[config.mk]
export PLATFORM = sky130hd
export DESIGN_NAME = mem_port_arbiter
export DESIGN_NICKNAME = d
export VERILOG_FILES = /design/src/rtl/arm_mem_pkg.sv /design/src/rtl/mem_lat_counter.sv /design/src/rtl/mem_port_arbiter.sv
export SDC_FILE = /design/constraint.sdc
export NUM_CORES = 1
export LEC_CHECK = 0
export ABC_CLOCK_PERIOD_IN_PS = 1960
export CORE_MARGIN = 3
export CORE_UTILIZATION = 40
export DETAILED_ROUTE_END_ITERATION = 7
export PLACE_DENSITY_LB_ADDON = 0.25
export SLEW_MARGIN = 20
export SYNTH_ARGS = -nofsm -noshare
export SYNTH_HDL_FRONTEND = slang
export SYNTH_SLANG_ARGS = --single-unit
[constraint.sdc]
create_clock -name Clk -period 1.96 [get_ports Clk]
set_clock_uncertainty 0.2 [all_clocks]
set_input_delay 0.196 -clock Clk [delete_from_list [all_inputs] [get_ports Clk]]
set_output_delay 0.196 -clock Clk [all_outputs]
set_load 0.05 [all_outputs]
[src/rtl/arm_mem_pkg.sv]
// arm_mem_pkg: shared types and encodings for the memory port arbiter.
package arm_mem_pkg;
  typedef enum logic [1:0] {IDLE, ISSUE, WAIT, RESP} state_t;
  typedef enum logic {OWN_IF, OWN_D} owner_t;
  localparam logic [1:0] SIZE_BYTE = 2'b00;
  localparam logic [1:0] SIZE_WORD = 2'b01;
  localparam logic [1:0] SIZE_HALF = 2'b10;
  localparam logic RW_READ = 1'b0;
  localparam logic RW_WRITE = 1'b1;
endpackage

[src/rtl/mem_lat_counter.sv]
// mem_lat_counter: counts cycles since issue, done when MEM_LAT is reached.
module mem_lat_counter #(
  parameter int MEM_LAT = 2
) (
  input  logic Clk,
  input  logic Reset,
  input  logic i_load,
  input  logic i_inc,
  output logic o_done
);
  localparam int W = $clog2(MEM_LAT + 1);
  logic [W-1:0] r_cnt;
  always_ff @(posedge Clk) begin
    if (Reset) r_cnt <= '0;
    else if (i_load) r_cnt <= W'(1);
    else if (i_inc) r_cnt <= r_cnt + W'(1);
  end
  assign o_done = r_cnt == W'(MEM_LAT);
endmodule

[src/rtl/mem_port_arbiter.sv]
// mem_port_arbiter: shares one fixed-latency memory port between fetch and data requesters.
module mem_port_arbiter
  import arm_mem_pkg::*;
#(
  parameter int ADDR_W = 8,
  parameter int DATA_W = 32,
  parameter int MEM_LAT = 2,
  parameter int STARVE_MAX = 4
) (
  input  logic              Clk,
  input  logic              Reset,
  input  logic              if_req,
  input  logic [ADDR_W-1:0] if_addr,
  output logic [DATA_W-1:0] if_rdata,
  output logic              if_valid,
  input  logic              d_req,
  input  logic              d_rw,
  input  logic [ADDR_W-1:0] d_addr,
  input  logic [DATA_W-1:0] d_wdata,
  input  logic [1:0]        d_size,
  output logic [DATA_W-1:0] d_rdata,
  output logic              d_valid,
  output logic              mem_en,
  output logic              mem_rw,
  output logic [ADDR_W-1:0] mem_addr,
  output logic [DATA_W-1:0] mem_wdata,
  output logic [1:0]        mem_size,
  input  logic [DATA_W-1:0] mem_rdata,
  output logic              stall_if,
  output logic              stall_mem
);
  localparam int SW = $clog2(STARVE_MAX + 1);
  state_t r_state, w_next;
  owner_t r_owner;
  logic [SW-1:0] r_starve;
  logic w_starved, w_grant_if, w_grant_d, w_lat_done;
  assign w_starved = r_starve == SW'(STARVE_MAX);
  assign w_grant_if = r_state == IDLE && if_req && (!d_req || w_starved);
  assign w_grant_d = r_state == IDLE && d_req && !w_grant_if;
  mem_lat_counter #(.MEM_LAT(MEM_LAT)) u_lat (
    .Clk(Clk),
    .Reset(Reset),
    .i_load(r_state == ISSUE),
    .i_inc(r_state == WAIT && !w_lat_done),
    .o_done(w_lat_done)
  );
  always_comb begin
    w_next = r_state == IDLE  ? ((w_grant_if || w_grant_d) ? ISSUE : IDLE) :
             r_state == ISSUE ? WAIT :
             r_state == WAIT  ? (w_lat_done ? RESP : WAIT) : IDLE;
  end
  // Starvation saturates implicitly: a starved fetch always wins, so data cannot grant past STARVE_MAX.
  always_ff @(posedge Clk) begin
    if (Reset) begin
      r_state <= IDLE;
      r_owner <= OWN_IF;
      r_starve <= '0;
      if_rdata <= '0;
      d_rdata <= '0;
      mem_rw <= RW_READ;
      mem_addr <= '0;
      mem_wdata <= '0;
      mem_size <= '0;
    end else begin
      r_state <= w_next;
      if (w_grant_if) begin
        r_owner <= OWN_IF;
        mem_rw <= RW_READ;
        mem_addr <= if_addr;
        mem_size <= SIZE_WORD;
        r_starve <= '0;
      end else if (w_grant_d) begin
        r_owner <= OWN_D;
        mem_rw <= d_rw;
        mem_addr <= d_addr;
        mem_wdata <= d_wdata;
        mem_size <= d_size;
        r_starve <= if_req ? r_starve + SW'(1) : '0;
      end
      if (r_state == WAIT && w_lat_done && mem_rw == RW_READ) begin
        if (r_owner == OWN_IF) if_rdata <= mem_rdata;
        else d_rdata <= mem_rdata;
      end
    end
  end
  assign mem_en = r_state == ISSUE;
  assign if_valid = r_state == RESP && r_owner == OWN_IF;
  assign d_valid = r_state == RESP && r_owner == OWN_D;
  assign stall_if = if_req & ~if_valid;
  assign stall_mem = d_req & ~d_valid;
endmodule

# Word-level counts from Yosys, hierarchy flattened
# Cells that the tools add are included.
dict set report totals {
  memories 0
  latch_bits 0
  ram_bits 0
  ff_bits 115
  romBits 0
}
dict set report op_classes {
  n_reduce_logical 22
  magnitude_cmp 0
  n_eq_ne 5
  n_mux 12
  div_mod_pow 0
  multipliers 0
  n_addsub 2
  shifts 0
  bitwise_logic 7
}
# operator count
set op_table {}
lappend op_table {{2-to-1 mux 8 bit} 2}
lappend op_table {{logical AND 1 bit} 9}
lappend op_table {{equality test 2 bit, second input constant} 3}
lappend op_table {{2-to-1 mux 1 bit} 6}
lappend op_table {{2-to-1 mux 2 bit} 3}
lappend op_table {{AND reduction 2 bit} 3}
lappend op_table {{inverter 1 bit} 5}
lappend op_table {{nonzero test 2 bit} 2}
lappend op_table {{OR reduction 2 bit} 2}
lappend op_table {{adder 3 x 1 -> 3 bit, second input constant} 1}
lappend op_table {{equality test 3 bit, second input constant} 1}
lappend op_table {{zero test 1 bit} 3}
lappend op_table {{2-to-1 mux 3 bit} 1}
lappend op_table {{adder 2 x 1 -> 2 bit, second input constant} 1}
lappend op_table {{bitwise AND 1 bit} 2}
lappend op_table {{equality test 2 x 1 -> 1 bit, second input constant} 1}
lappend op_table {{zero test 2 bit} 1}
lappend op_table {{logical OR 1 bit} 2}

# Logic depth before layout (Yosys ltp)
dict set report logic_depth {
  ltp_word 8
  ltp_mapped 7
  ltp_nobuf 5
}

# Modules after synthesis
# Synthesis repeated with hierarchy kept, for this count alone.
dict set report hier_totals {
  cells_unflattened 542
  area_unflattened_um2 4530.6
}
# mod instances cells_per_inst seq_area_each_um2 area_each_um2
set modules_own_cells {}
lappend modules_own_cells {mem_port_arbiter 1 533 2262.2 4438.0}
lappend modules_own_cells {mem_lat_counter 1 9 40.0 92.6}

# Worst setup path before layout
# OpenSTA, ideal clock, no wires.
dict set report synth_path {
  path_kind {register to output}
  startpoint {register r_state[0]}
  endpoint {output stall_if}
  t_arrival_ns 1.683
  stages_incl_launch_ff 4
  path_buffers 0
  path_slack_ns -0.119
  path_cell_list {dfxtp_1 -> ha_1 -> nor2b_1 -> nor2b_1}
}
dict set report synth_between {
  elab_chain_cells 4
}
# element line_no
set synth_lines {}
lappend synth_lines {{start, declared} mem_port_arbiter.sv:33} ;# state_t r_state, w_next;
lappend synth_lines {{start signal, assigned} mem_port_arbiter.sv:65} ;# r_state <= w_next;
lappend synth_lines {{equality test 2 bit} mem_port_arbiter.sv:87} ;# assign if_valid = r_state == RESP && r_owner == OWN_IF;
lappend synth_lines {{logical AND 1 bit} mem_port_arbiter.sv:87}
lappend synth_lines {{via if_valid} mem_port_arbiter.sv:15} ;# output logic if_valid,
lappend synth_lines {{inverter 1 bit} mem_port_arbiter.sv:89} ;# assign stall_if = if_req & ~if_valid;
lappend synth_lines {{bitwise AND 1 bit} mem_port_arbiter.sv:89}
lappend synth_lines {{end, declared} mem_port_arbiter.sv:29} ;# output logic stall_if,
# The timed path passes the listed nets, and every way through them passes these cells.

# Worst setup path in the final report
dict set report layout_path {
  startpoint {register if_rdata[21]}
  endpoint {output if_rdata[21]}
}
# element line_no
set layout_lines {}
lappend layout_lines {{start, declared} mem_port_arbiter.sv:14} ;# output logic [DATA_W-1:0] if_rdata,
lappend layout_lines {{start signal, assigned} mem_port_arbiter.sv:81} ;# if (r_owner == OWN_IF) if_rdata <= mem_rdata;
# No word-level cell between the ends.

==> impl_metrics.ini <==
[die]
start_util_pct = 41.7
die_width_um = 113
boundaryPins = 199
rows = 38
die_h_um = 113
coreArea_mm2 = 0.0110
die-area_mm2 = 0.0128

[cells_and_area]
final_nets = 821
multi_input_area_mm2 = 0.00199
final_cell_mix = 131 x nand2_1, 115 x dfxtp_1, 87 x a21oi_1, 87 x clkdlybuf4s50_1, 55 x dlygate4sd2_1
diodes = 0
final-seq-area_mm2 = 0.00230
areaGrowthSynthToFinish_pct = 59.7
fill_cells = 930
final_common_cell = nand2_1
drive_above_1_share_pct = 13.0
finish.utilization_pct = 66.6
instances_no_fill = 880

[yosys]
synthFlopType = dfxtp_1
synth_cells = 539
synth_cell_types = 39
ys_ff_latch = 115
syn_area_mm2 = 0.00460
syn_area_per_cell_um2 = 8.54
synth_enable_flop_cells = 0
async_reset_ff_share_pct = 0
seq_area_frac_synth_pct = 50.0
synthesis.nets = 633
ys_warn_count = 0

[critical_path]
worstPathRequired_ns = 1.56
cp_cell_sequence = clkdlybuf4s50_1
cpPeakStageDelay_ns = 0.80
critical_path.max_fanout = 2
crit_slowest_cell = clkdlybuf4s50_1
worstPathArrival_ns = 1.51
critical_path_class = register to output port
startpoint_type = register
cp-end-kind = output port
crit_buf_inv = 1
cp_top_family = buffers and inverters

[sta]
worst_pin_slew_ns = 0.546
period_needed_ns = 1.91
period_share_pct = 97.4
drv_slew = 0
holdWs_ns = 0.0487
slew-limit-headroom_pct = 63.7
max_freq_mhz = 524
fin_tns_setup_ns = 0
finalSetupViolCount = 0
rsz0062_at_grt = false
finalHoldViolations = 0

[detailed_routing]
drt-vias-per-instance = 5.07
drt_iter0_drc = 254
vias = 4463
dr.pass1.iters = 4
ant_nets = 0
drt-total-wl_um = 13700
drc = 0
wl_per_cell_um = 15.5

[global_routing]
grtUsageTotal_pct = 20.9
grt_pass1_wl_um = 21600
grt_max_degree = 48
antenna_found_initial = 0
grt_pass1_vias = 4399
grt-ovfl-total = 0

[placement]
io_buffers = 198
hpwl_um = 9350
gp_congestion = 0.808
dp.cells = 848

[power_and_ir_drop]
p_clk_share_pct = 49.1
cellPowerDensity_mw_per_mm2 = 895
internal-power_mw = 4.82
combPwrFrac_pct = 13.5
seqPwrFrac_pct = 37.4
p_sw_share_pct = 26.7
p_sw_mw = 1.76
vdd_drop_max_uv = 736
p_leak_nw = 3.58

[flow_run]
maxCapViolations = 0

[clock_tree]
clk_path_buf_depth = 2
htreeDepth = 4
hold_buffers = 0
root_buffer = clkbuf_16
cts_buffers = 17
cts_sinks = 115
cts_tree = done
clk_latency_ns = 0.40
path_clk_slew_ns = 0.06

[hold_path]
hold_class = input pin to register

[run_status]
status = finished clean
## power by group through the flow
stage	Combinational [mW]	Sequential, mW	Clock (mW)
3_5_place_dp	0.919	2.51	0
2_1_floorplan	0.291	2.73	0
6_report	0.887	2.46	3.23
5_1_grt	0.944	2.47	3.41
4_1_cts	0.891	2.46	3.30
3_3_place_gp	0.906	2.51	0
## registers in the layout, summed over array words and instances, names as in the netlist
| register | flops |
|---|---|
| mem_wdata | 32 |
| r_starve | 3 |
| u_lat.r_cnt | 2 |
| r_owner | 1 |
| if_rdata | 32 |
| d_rdata | 32 |
| mem_addr | 8 |
| r_state | 2 |
| mem_size | 2 |
| mem_rw | 1 |
## worst paths after layout
path                                   start           end  slack (ns)  cells after the start
worst min register to register   if_rdata[6]   if_rdata[6]        0.25                      2
worst max-delay path            if_rdata[21]  if_rdata[21]        0.05                      1
worst min-delay path                   Reset    r_state[0]        0.05                      2
worst max register to register    r_state[0]  mem_wdata[8]        0.18                      6
## stage by stage
stage               cell area, um2  worst slack [ns]  power, mW
floorplan                     4610            0.0883       3.02
global placement              6680            0.0869       3.41
detailed placement            6680            0.0107       3.43
CTS                           7230           0.00147       6.65
global route                  7350           0.00271       6.82
finish                        7350            0.0502       6.57
## kinds of logic after synthesis
kind of cell | Yosys count | share of synthesized area [%]
flops | 115 | 50.0
buf+inv | 52 | 6.99
fa+ha+maj | 7 | 1.90
simple gates | 208 | 21.1
mux | 2 | 0.435
compound gates | 154 | 19.3
xor+xnor | 1 | 0.190
## what timing repair did
item	4_1_cts	5_1_grt
setup endpoints to repair	55	50
resized for setup	55	46
setup buffers	0	0
## cell type report
cell class              instances  area share [%]
repair buffers                215            30.4
inverters                       6           0.306
clock inverters                15            2.66
flip-flops and latches        115            31.3
multi-input cells             372            27.1
clock buffers                  17            5.79
well taps                     140            2.38
## cells in the mapped netlist, drive strengths merged, types with 2 or more instances
master / n / area, um2
a211oi: 3 / 27.5
a21oi: 97 / 523
a311oi: 8 / 76.3
and2: 2 / 12.5
buf: 36 / 262
clkbuf: 10 / 37.5
dfxtp: 115 / 2300
ha: 7 / 87.6
inv: 6 / 22.5
mux2i: 2 / 20.0
nand2: 132 / 498
nand3: 35 / 225
nand4: 8 / 50.1
nand4b: 2 / 17.5
nor2: 14 / 52.6
nor2b: 4 / 25.0
nor3: 5 / 30.0
o21ai: 41 / 205
## routing by layer
| layer | vias to the layer above | GRT usage, % | share of wire (%) |
|---|---|---|---|
| li1 | 2217 | - | - |
| met1 | 2076 | 24.2 | 40 |
| met2 | 158 | 35.6 | 50 |
| met3 | 12 | 7.59 | 8.4 |
| met4 | 0 | 6.97 | 1.3 |
| met5 | - | 0 | 0 |
(Power assumes the default switching activity.)
